### src/rtl/lru_button_front.sv
// lru_button_front: input stage for the 4-entry LRU block.
//
// Each of four raw push-button levels is synchronised, then debounced on
// timer ticks. Every accepted 0->1 transition of a debounced level becomes
// exactly one access request. Outstanding requests are issued one at a
// time, lowest index first.
//
// Handshake: req_valid/req_id are registered. Once req_valid is high,
// req_valid and req_id hold until the cycle in which req_ready is also high.
// That cycle is the transfer. req_ready is ignored while req_valid is low.
//
// Ports:
//   clk        system clock, rising edge
//   rst        asynchronous active-high reset
//   tick       one-cycle debounce sample strobe
//   b1..b4     raw asynchronous button levels
//   d1..d4     debounced button levels (register outputs)
//   req_valid  request offered
//   req_id     offered entry, 0=b1 .. 3=b4
//   req_ready  consumer accepts the offered request
//   overrun    sticky: a press arrived while its entry was already pending
module lru_button_front #(
  parameter int SYNC_STAGES    = 2,
  parameter int DEBOUNCE_TICKS = 3,
  parameter int CNT_W          = 4
) (
  input  logic       clk,
  input  logic       rst,
  input  logic       tick,
  input  logic       b1,
  input  logic       b2,
  input  logic       b3,
  input  logic       b4,
  output logic       d1,
  output logic       d2,
  output logic       d3,
  output logic       d4,
  output logic       req_valid,
  output logic [1:0] req_id,
  input  logic       req_ready,
  output logic       overrun
);

  typedef enum logic {
    IDLE  = 1'b0,
    OFFER = 1'b1
  } state_t;

  // Count value at which the next differing tick accepts the new level.
  localparam logic [CNT_W-1:0] TICKS_LAST = CNT_W'(DEBOUNCE_TICKS - 1);

  state_t                 state, state_next;
  logic [3:0]             sync_q [SYNC_STAGES];
  logic [3:0]             s;
  logic [3:0][CNT_W-1:0]  cnt_q, cnt_next;
  logic [3:0]             d_q, d_next;
  logic [3:0]             rise;
  logic [3:0]             pending, pending_next;
  logic [3:0]             pop;
  logic                   valid_next;
  logic [1:0]             id_next;

  assign s = sync_q[SYNC_STAGES-1];

  // Synchroniser chains, all four buttons side by side.
  always_ff @(posedge clk or posedge rst) begin
    if (rst) begin
      for (int k = 0; k < SYNC_STAGES; k++) sync_q[k] <= '0;
    end else begin
      sync_q[0] <= {b4, b3, b2, b1};
      for (int k = 1; k < SYNC_STAGES; k++) sync_q[k] <= sync_q[k-1];
    end
  end

  // Debounce: a differing level must be seen on DEBOUNCE_TICKS consecutive
  // ticks; any tick that sees agreement restarts the count.
  always_comb begin
    d_next   = d_q;
    cnt_next = cnt_q;
    if (tick) begin
      for (int i = 0; i < 4; i++) begin
        if (s[i] == d_q[i]) begin
          cnt_next[i] = '0;
        end else if (cnt_q[i] == TICKS_LAST) begin
          d_next[i]   = s[i];
          cnt_next[i] = '0;
        end else begin
          cnt_next[i] = cnt_q[i] + 1'b1;
        end
      end
    end
  end

  // Taken from the next-state value so the pending bit sets on the same
  // edge that the debounced level rises.
  assign rise = d_next & ~d_q;

  function automatic logic [1:0] lowest(input logic [3:0] v);
    lowest = 2'd0;
    for (int i = 3; i >= 0; i--) begin
      if (v[i]) lowest = 2'(i);
    end
  endfunction

  // Arbiter. Only bits already registered in pending are eligible, so a
  // press arriving on the same edge waits at least one cycle.
  always_comb begin
    state_next = state;
    valid_next = req_valid;
    id_next    = req_id;
    pop        = 4'b0000;
    case (state)
      IDLE: begin
        if (pending != 4'b0000) begin
          id_next    = lowest(pending);
          pop        = 4'b0001 << lowest(pending);
          valid_next = 1'b1;
          state_next = OFFER;
        end
      end
      OFFER: begin
        if (req_ready) begin
          if (pending != 4'b0000) begin
            id_next = lowest(pending);
            pop     = 4'b0001 << lowest(pending);
          end else begin
            valid_next = 1'b0;
            state_next = IDLE;
          end
        end
      end
      default: begin
        valid_next = 1'b0;
        state_next = IDLE;
      end
    endcase
  end

  // Set wins over pop when both hit the same bit on one edge.
  assign pending_next = (pending & ~pop) | rise;

  always_ff @(posedge clk or posedge rst) begin
    if (rst) begin
      state     <= IDLE;
      cnt_q     <= '0;
      d_q       <= '0;
      pending   <= '0;
      req_valid <= 1'b0;
      req_id    <= 2'd0;
      overrun   <= 1'b0;
    end else begin
      state     <= state_next;
      cnt_q     <= cnt_next;
      d_q       <= d_next;
      pending   <= pending_next;
      req_valid <= valid_next;
      req_id    <= id_next;
      // An entry already in the offer slot is not pending, so a new press
      // for it is queued rather than flagged.
      if ((rise & pending) != 4'b0000) overrun <= 1'b1;
    end
  end

  assign d1 = d_q[0];
  assign d2 = d_q[1];
  assign d3 = d_q[2];
  assign d4 = d_q[3];

endmodule

### config.mk
export PLATFORM = sky130hd
export DESIGN_NAME = lru_button_front
export DESIGN_NICKNAME = d
export VERILOG_FILES = /design/src/rtl/lru_button_front.sv
export SDC_FILE = /design/constraint.sdc
export NUM_CORES = 1
export LEC_CHECK = 0
export CORE_MARGIN = 1
export CORE_UTILIZATION = 36
export DETAILED_ROUTE_END_ITERATION = 8
export GPL_TIMING_DRIVEN = 0
export PLACE_DENSITY = 0.63
export SETUP_SLACK_MARGIN = 0.05
export SLEW_MARGIN = 30
export SYNTH_ARGS = -nofsm -noshare
export SYNTH_HDL_FRONTEND = slang
export SYNTH_SLANG_ARGS = --single-unit
### constraint.sdc
create_clock -name clk -period 2 [get_ports clk]
set_input_delay 0.5 -clock clk [delete_from_list [all_inputs] [get_ports clk]]
set_output_delay 0.5 -clock clk [all_outputs]
set_load 0.05 [all_outputs]
# Word level (Yosys, flattened, before mapping)
# Cells that the tools add are included.
dict set report word_totals {
  register_bits 37
  inputBits 8
  output_inout_bits 8
  elab_cells 78
}
dict set report classes {
  n_addsub 4
  n_eq_ne 11
  shifts 2
  muxes 39
  bitwise 7
  reduce_logical 3
}
# op count
set ops {}
lappend ops {{two-way mux 4 bit} 12}
lappend ops {{two-way mux 2 bit} 10}
lappend ops {{adder 4 x 1 -> 4 bit (second input constant)} 4}
lappend ops {{== test 4 x 2 -> 1 bit (second input constant)} 4}
lappend ops {{two-way mux 1 bit} 13}
lappend ops {{bitwise AND 4 bit} 3}
lappend ops {{inverter 4 bit} 2}
lappend ops {{case mux 4 bit (2 select lines)} 1}
lappend ops {{nonzero test 4 bit} 2}
lappend ops {{<< shifter 1 x 2 -> 4 bit (first input constant)} 2}
lappend ops {{!= test 2 bit (second input constant)} 3}
lappend ops {{== test 1 bit} 4}
lappend ops {{bitwise OR 4 bit} 1}
lappend ops {{case mux 1 bit (2 select lines)} 2}
lappend ops {{case mux 2 bit (2 select lines)} 1}
lappend ops {{AND reduction 3 bit} 1}
lappend ops {{inverter 1 bit} 1}

# Depth between registers and ports, before layout
# Gate-level depths: netlist of run 1.
dict set report depth {
  ltp_word 14
  ltp_mapped 5
  mapped_depth_nobuf 5
}

# Least setup slack after synthesis of run 1
# Ideal clock, no wire load.
dict set report synth_path {
  kind {reg2reg}
  from {reg cnt_q[8] (netlist name)}
  to {reg d_q[2]}
  setup_ns 0.128
  arrival_ns 1.483
  t_required_ns 1.872
  slack_ns 0.390
  path_stages_with_launch 6
  n_path_buf 0
  period_less_slack_ns 1.610
  cell_sequence {dfrtp_1 > inv_1 > ha_1 > or3b_4 > or2_1 > mux2_1}
}
dict set report synth_between {
  elab_chain_len 4
}
# item line
set synth_lines {}
lappend synth_lines {{start: declaration} 55} ;# logic [3:0][CNT_W-1:0] cnt_q, cnt_next;
lappend synth_lines {{start signal: assignment} 153} ;# cnt_q <= cnt_next;
lappend synth_lines {{== test 4 x 2 -> 1 bit} 84} ;# end else if (cnt_q[i] == TICKS_LAST) begin
lappend synth_lines {{two-way mux 1 bit} 84}
lappend synth_lines {{two-way mux 1 bit} 82} ;# if (s[i] == d_q[i]) begin
lappend synth_lines {{two-way mux 4 bit} 80} ;# if (tick) begin
lappend synth_lines {{via d_next[2]} 56} ;# logic [3:0] d_q, d_next;
lappend synth_lines {{end signal: assignment} 154} ;# d_q <= d_next;
lappend synth_lines {{end: declaration} 56}
# The timed path passes the listed nets, and every way through them passes these cells.
# A chain may end at the register's enable or synchronous reset.

# Worst setup path after layout of run 1
dict set report layout_path {
  from {reg d_q[0]}
  to {out d1}
}
# item line
set layout_rtl {}
lappend layout_rtl {{end: declaration} 34} ;# output logic d1,
# No word-level cell between the ends.

==> metrics.md, run 1 <==
| Metric | Value |
|---|---|
| Worst Setup SP | `d_q[0]` |
| Finished Layout Cells | `230` |
| Die area | `5050 um^2` |
| Crit end category | `primary output` |
| Post-DR vias/cell | `5.29` |
| Final Hold Viols | `0` |
| Synth unique cells | `36` |
| R2R Path Start | `cnt_q[8]` |
| Uppermost layer routed | `met4` |
| Worst path cell trace | `dlygate4sd2_1` |
| Root Buffer | `clkbuf_8` |
| DRT iter0 DRCs | `85` |
| CP Class | `register to primary output` |
| Syn nets | `171` |
| Main combinational cell family by area after synthesis | `simple AND/OR/NAND/NOR gates` |
| Die width | `71.1 um` |
| Post-synthesis sequential area ratio | `53.9%` |
| Pre-antenna DRT Iters | `6` |
| Postcts setup bufs | `0` |
| RSZ-0062 raised after global routing | `no` |
| Synth warn | `0` |
| Main area contributors after synthesis | `dfrtp_1 54%, ha_1 5.8%, mux2i_1 3.5%, inv_1 3.1%, a21oi_1 2.3%` |
| Commonest cells after routing, fill and taps aside | `37 x dfrtp_1, 13 x inv_1, 9 x nand2_1` |
| Final-layout fill cell count | `404` |
| Final setup fails | `0` |
| Final wirelength | `3220 um` |
| Worst Clk Skew | `0.00146 ns` |
| Vias | `1217` |
| Core Region | `4470 um^2` |
| Gp weighted congestion | `0.784` |
| TritonCTS Sinks | `37` |
| Mux cell area share after synthesis | `6.12%` |
| Post-synthesis simple-gate area fraction | `16.5%` |
| Post-synthesis adder-cell area fraction | `5.83%` |
| Met2 wire length | `1620 um` |
| Peak supply drop | `0.000356 V` |
| DIE HEIGHT | `71.1 um` |
| Fin. max-slew vios | `0` |
| Setup WS post-layout | `0.219 ns` |
| Worst path bufs/invs | `1` |
| Xor and xnor fraction of the mapped netlist area | `2.55%` |
| Avg WL per Cell | `14.0 um` |
| Status | `finished with violations` |
| Compound-Gate Fraction of Synth Area | `10.9%` |
| Crit path launch type | `register` |
| Area grow syn2layout | `18.8%` |
| I/O pins | `16` |
| DP HPWL | `2350 um` |
| Total GRT Usage | `14.7%` |
| Worst path arrival time | `1.28 ns` |
| Residual DRC count | `1` |
| Pwr Density | `1270 nW/um^2` |
| Routed met3 length | `122 um` |
| CTS tree | `done` |
| Buffers on Ports | `15` |
| Worst path top cell family by delay | `buffers and inverters` |
| Routed met1 length | `1430 um` |
| Mapped Cells | `155` |
| Dpl cells | `223` |
| Worst skew pair latency | `0.28 ns` |
| Fin crit share | `89.1%` |
| Max Cap Violations | `0` |
| Post-synth EDFFs | `0` |
| Global route overflow | `0` |
| Largest net degree at the start of global routing | `28` |
| Initial antenna violation count | `0` |
| Worst Hold Class | `register to register` |
| Main synth FF type | `dfrtp_1` |
| Clock buffer depth | `2` |
| Layout Nets | `194` |
| Mean Syn Cell Area | `11.1 um^2` |
| #FFs+latches synth | `37` |
| CTS H-Tree Depth | `2` |
| Clock-pin slew on the worst setup and hold paths | `0.07 ns` |
| Slew Limit Headroom | `64.3%` |
| CP max FO | `5` |
| Failing checks | `design-rule violations` |
| Multi-input gate area | `719 um^2` |
| Async S/R FF share, synth | `100%` |
| Register Area | `926 um^2` |
| Critical-path top delay cell | `dlygate4sd2_1` |
| Final ANT Viol Nets | `0` |
| First-pass GRT wire length | `5710 um` |
| Critical Path RT | `1.50 ns` |
| Share of cells above drive strength 1 | `8.99%` |
| Worst Hold Slack | `0.353 ns` |
| Worst slew pin tran | `0.536 ns` |
| Critical path's largest stage delay | `0.56 ns` |
| Place WS | `-0.0936 ns` |
| Top-area cell type share of the netlist area | `53.9%` |
| LEAKAGE | `0.936 nW` |
| Initial Util | `38.4%` |
| Cell taking the most area after synthesis | `dfrtp_1` |
| Vias in the first global route | `1256` |
| Most common cell after layout, fill and taps aside | `dfrtp_1` |
| Synthesized cell area | `1720 um^2` |
| Diode count | `0` |
| Tmin final | `1.78 ns` |
| CTS Buf Count | `5` |
| Hold Crit Start | `sync_q[6]` |
| Std-Cell Rows | `24` |
| Max Clock Freq | `561 MHz` |
==> final timing paths <==
| path | end | slack (ns) | depth (start not counted) |
|---|---|---|---|
| min | s[2] | 0.35 | 0 |
| min reg2reg | s[2] | 0.35 | 0 |
| min in group asynchronous | cnt_q[1] | 0.47 | 2 |
| max | d1 | 0.22 | 1 |
| max reg2reg | d_q[2] | 0.30 | 5 |
| max in group asynchronous | cnt_q[6] | 1.11 | 3 |
==> sequential cells by signal (all words and copies together), names as in the netlist <==
| name | cells |
|---|---|
| d_q | 4 |
| req_valid | 1 |
| s | 4 |
| pending | 4 |
| sync_q | 4 |
| overrun | 1 |
| state | 1 |
| req_id | 2 |
| cnt_q | 16 |
==> metrics by stage <==
| stage | power, mW | area [um^2] | util [%] | setup TNS (ns) |
|---|---|---|---|---|
| 4_1_cts | 2.63 | 2030 | 45.4 | 0 |
| 5_1_grt | 2.77 | 2040 | 45.6 | 0 |
| 2_1_floorplan | 1.83 | 1720 | - | 0 |
| 3_5_place_dp | 2.14 | 1950 | 43.6 | -0.404 |
| 6_report | 2.60 | 2040 | 45.6 | 0 |
| 3_3_place_gp | 2.09 | 1930 | 43.2 | -6.82 |
==> timing repair <==
action / CTS / global route
setup endpoints to repair: 5 / 3
hold buffers: 0 / 0
pin swaps: 0 / 0
cloned: 0 / 0
gates resized for setup: 5 / 3
==> power breakdown <==
part           internal [mW]  total [mW]  leakage, nW  switching [mW]
Combinational          0.371       0.971        0.418           0.600
Sequential             0.937        1.12        0.474           0.179
Clock                  0.273       0.508       0.0443           0.235
Total                   1.58        2.60        0.936            1.01
==> final cells by class <==
type                       instances  share of cell area [%]
timing repair buffer              16                    8.40
sequential                        37                    45.4
clock buffer                       7                    4.23
multi-input combinational         99                    35.3
buffer                             3                   0.552
tap                               52                    3.19
inverter                          16                    2.94
==> synthesized netlist by cell type (4+ instances only) <==
master	number
inv_1	14
nand3_1	8
dfrtp_1	37
a21oi_1	8
nand2_1	9
o22ai_1	4
ha_1	8
o2bb2ai_1	4
nor2_1	7
xor2_1	4
nand2b_1	5
nor2b_1	4
mux2i_1	6
nand4_1	4
o21ai_0	4
==> layer usage <==
metal / track usage (%) / vias to the layer above
met4: 6.67 / 0
met5: 0 / -
met2: 24.8 / 25
met1: 17.6 / 600
li1: - / 585
met3: 3.85 / 7
==> cells by family after synthesis <==
logic type | count (synthesis)
and+or+nand+nor | 48
DFF | 37
AOI/OAI and AO/OA | 28
buffers and inverters | 19
muxes | 10
adders and majority gates | 8
xor gates and xnor gates | 5
Note: power is estimated with default switching activity, not from simulation.
==> run 2, diff against run 1 <==
--- a/config.mk
+++ b/config.mk
@@ -6,10 +6,10 @@
 export NUM_CORES = 1
 export LEC_CHECK = 0
 export CORE_MARGIN = 1
-export CORE_UTILIZATION = 36
+export CORE_UTILIZATION = 42
+export CTS_BUF_LIST = sky130_fd_sc_hd__clkbuf_4 sky130_fd_sc_hd__clkbuf_8
 export DETAILED_ROUTE_END_ITERATION = 8
 export GPL_TIMING_DRIVEN = 0
-export PLACE_DENSITY = 0.63
 export SETUP_SLACK_MARGIN = 0.05
 export SLEW_MARGIN = 30
 export SYNTH_ARGS = -nofsm -noshare
==> metrics.md, run 2 (synthesized netlist as in run 1, its figures left out) <==
| Metric | Value |
|---|---|
| Status | `complete, no violations` |
| CP max FO | `10` |
| Setup WS post-layout | `0.216 ns` |
| Critical Path RT | `2.21 ns` |
| Worst path arrival time | `2.00 ns` |
| Slew Limit Headroom | `49.9%` |
| DP HPWL | `2170 um` |
| Commonest cells after routing, fill and taps aside | `37 x dfrtp_1, 13 x inv_1, 9 x nand2_1` |
| Worst Setup SP | `tick` |
| CTS tree | `done` |
| Residual DRC count | `0` |
| Worst skew pair latency | `0.29 ns` |
| CTS hold repair buffers | `0` |
| I/O pins | `16` |
| Worst slew pin tran | `0.750 ns` |
| Max Cap Violations | `0` |
| Die area | `4350 um^2` |
| Std-Cell Rows | `22` |
| Global route overflow | `0` |
| Clock buffer depth | `2` |
| Final instance area | `2050 um^2` |
| First-pass GRT wire length | `5490 um` |
| Share of cells above drive strength 1 | `9.55%` |
| Number of flip-flops in the largest register | `16` |
| Tmin final | `1.78 ns` |
| Final ANT Viol Nets | `0` |
| R2R Path Start | `cnt_q[8]` |
| Biggest register | `cnt_q` |
| Total GRT Usage | `17.2%` |
| Core Region | `3800 um^2` |
| Final wirelength | `3100 um` |
| CTS H-Tree Depth | `2` |
| Max Clock Freq | `561 MHz` |
| Final setup fails | `0` |
| Buffers on Ports | `15` |
| DIE HEIGHT | `65.9 um` |
| Pwr Density | `1370 nW/um^2` |
| Place WS | `-0.0743 ns` |
| Final Hold Viols | `0` |
| CTS Buf Count | `5` |
| CP Class | `input port to register` |
| Crit path launch type | `input port` |
| Root Buffer | `clkbuf_8` |
| Avg WL per Cell | `13.7 um` |
| Gp weighted congestion | `0.795` |
| Worst Clk Skew | `0.00838 ns` |
| Layout Nets | `193` |
| Die width | `65.9 um` |
| Area grow syn2layout | `19.7%` |
| Clock-pin slew on the worst setup and hold paths | `0.07 ns` |
| Fin. max-slew vios | `0` |
| Placed inst area | `1930 um^2` |
| Worst Hold Slack | `0.351 ns` |
| Crit end category | `register` |
| LEAKAGE | `0.934 nW` |
| Hold Crit Start | `sync_q[4]` |
| TritonCTS Sinks | `37` |
| RSZ-0062 raised after global routing | `no` |
| Initial antenna violation count | `0` |
| Post-DR vias/cell | `5.32` |
| Worst Hold Class | `register to register` |
| Largest net degree at the start of global routing | `38` |
| Vias | `1202` |
| Dpl cells | `218` |
| Vias in the first global route | `1216` |
| Pre-antenna DRT Iters | `4` |
| Peak supply drop | `0.000671 V` |
| Fin crit share | `89.2%` |
| Most common cell after layout, fill and taps aside | `dfrtp_1` |
| Finished Layout Cells | `226` |
| Initial Util | `45.2%` |
| Utilization after layout | `54.1%` |
| Diode count | `0` |
| DRT iter0 DRCs | `72` |
run 2: cell count changes in the layout (fill, tap and decap cells not counted):
cell | previous run | this run
dlygate4sd2_1 | 5 | 7
bufinv_16 | 0 | 2
clkbuf_1 | 4 | 3
clkinv_2 | 0 | 1
dlymetal6s2s_1 | 3 | 1
buf_12 | 1 | 0
clkbuf_8 | 6 | 5
run 2: layout make-up:
| class | count | area [um^2] |
|---|---|---|
| Buffer | 3 | 11.3 |
| Clock buffer | 5 | 68.8 |
| Clock inverter | 3 | 65.1 |
| Fill cell | 334 | 1740 |
| Inverter | 16 | 60.1 |
| Multi-Input combinational cell | 99 | 719 |
| Sequential cell | 37 | 926 |
| Tap cell | 48 | 60.1 |
| Timing Repair Buffer | 15 | 144 |
run 2: worst max-delay path, stage by stage:
cell	delay, ns
clkdlybuf4s50_1	0.61
clkbuf_1	0.45
nand3_1	0.24
o2bb2ai_1	0.19
run 2: stage by stage:
| step | power, mW | setup TNS (ns) |
|---|---|---|
| final | 2.82 | 0 |
| after detailed placement | 2.13 | -0.469 |
| after global routing | 3.02 | 0 |
| after global placement | 2.10 | -4.38 |
| after floorplan | 1.83 | 0 |
| after CTS | 2.86 | 0 |
run 2: path summary, 6_finish.rpt:
check | depth (start not counted) | slack [ns] | endpoint
min reg2reg | 0 | 0.35 | s[0]
max | 4 | 0.22 | cnt_q[13]
min in group asynchronous | 2 | 0.66 | req_id[1]
min | 0 | 0.35 | s[0]
max in group asynchronous | 2 | 0.87 | state
max reg2reg | 5 | 0.33 | d_q[2]
run 2: what timing repair did:
action,4_1_cts,5_1_grt
setup buffers,0,0
endpoints found under the setup margin,7,1
gates resized for setup,7,1
run 2: per-layer routing:
| layer | up-vias | part of all wire, % | GRT usage (%) |
|---|---|---|---|
| met5 | - | 0 | 0 |
| li1 | 589 | - | - |
| met1 | 592 | 46 | 21.5 |
| met4 | 0 | 1.2 | 6.38 |
| met3 | 4 | 3.4 | 5.17 |
| met2 | 17 | 49 | 27.9 |
run 2: where the power goes:
group          switching [mW]  internal (mW)
clock network           0.260          0.495
registers               0.173          0.936
logic                   0.597          0.359
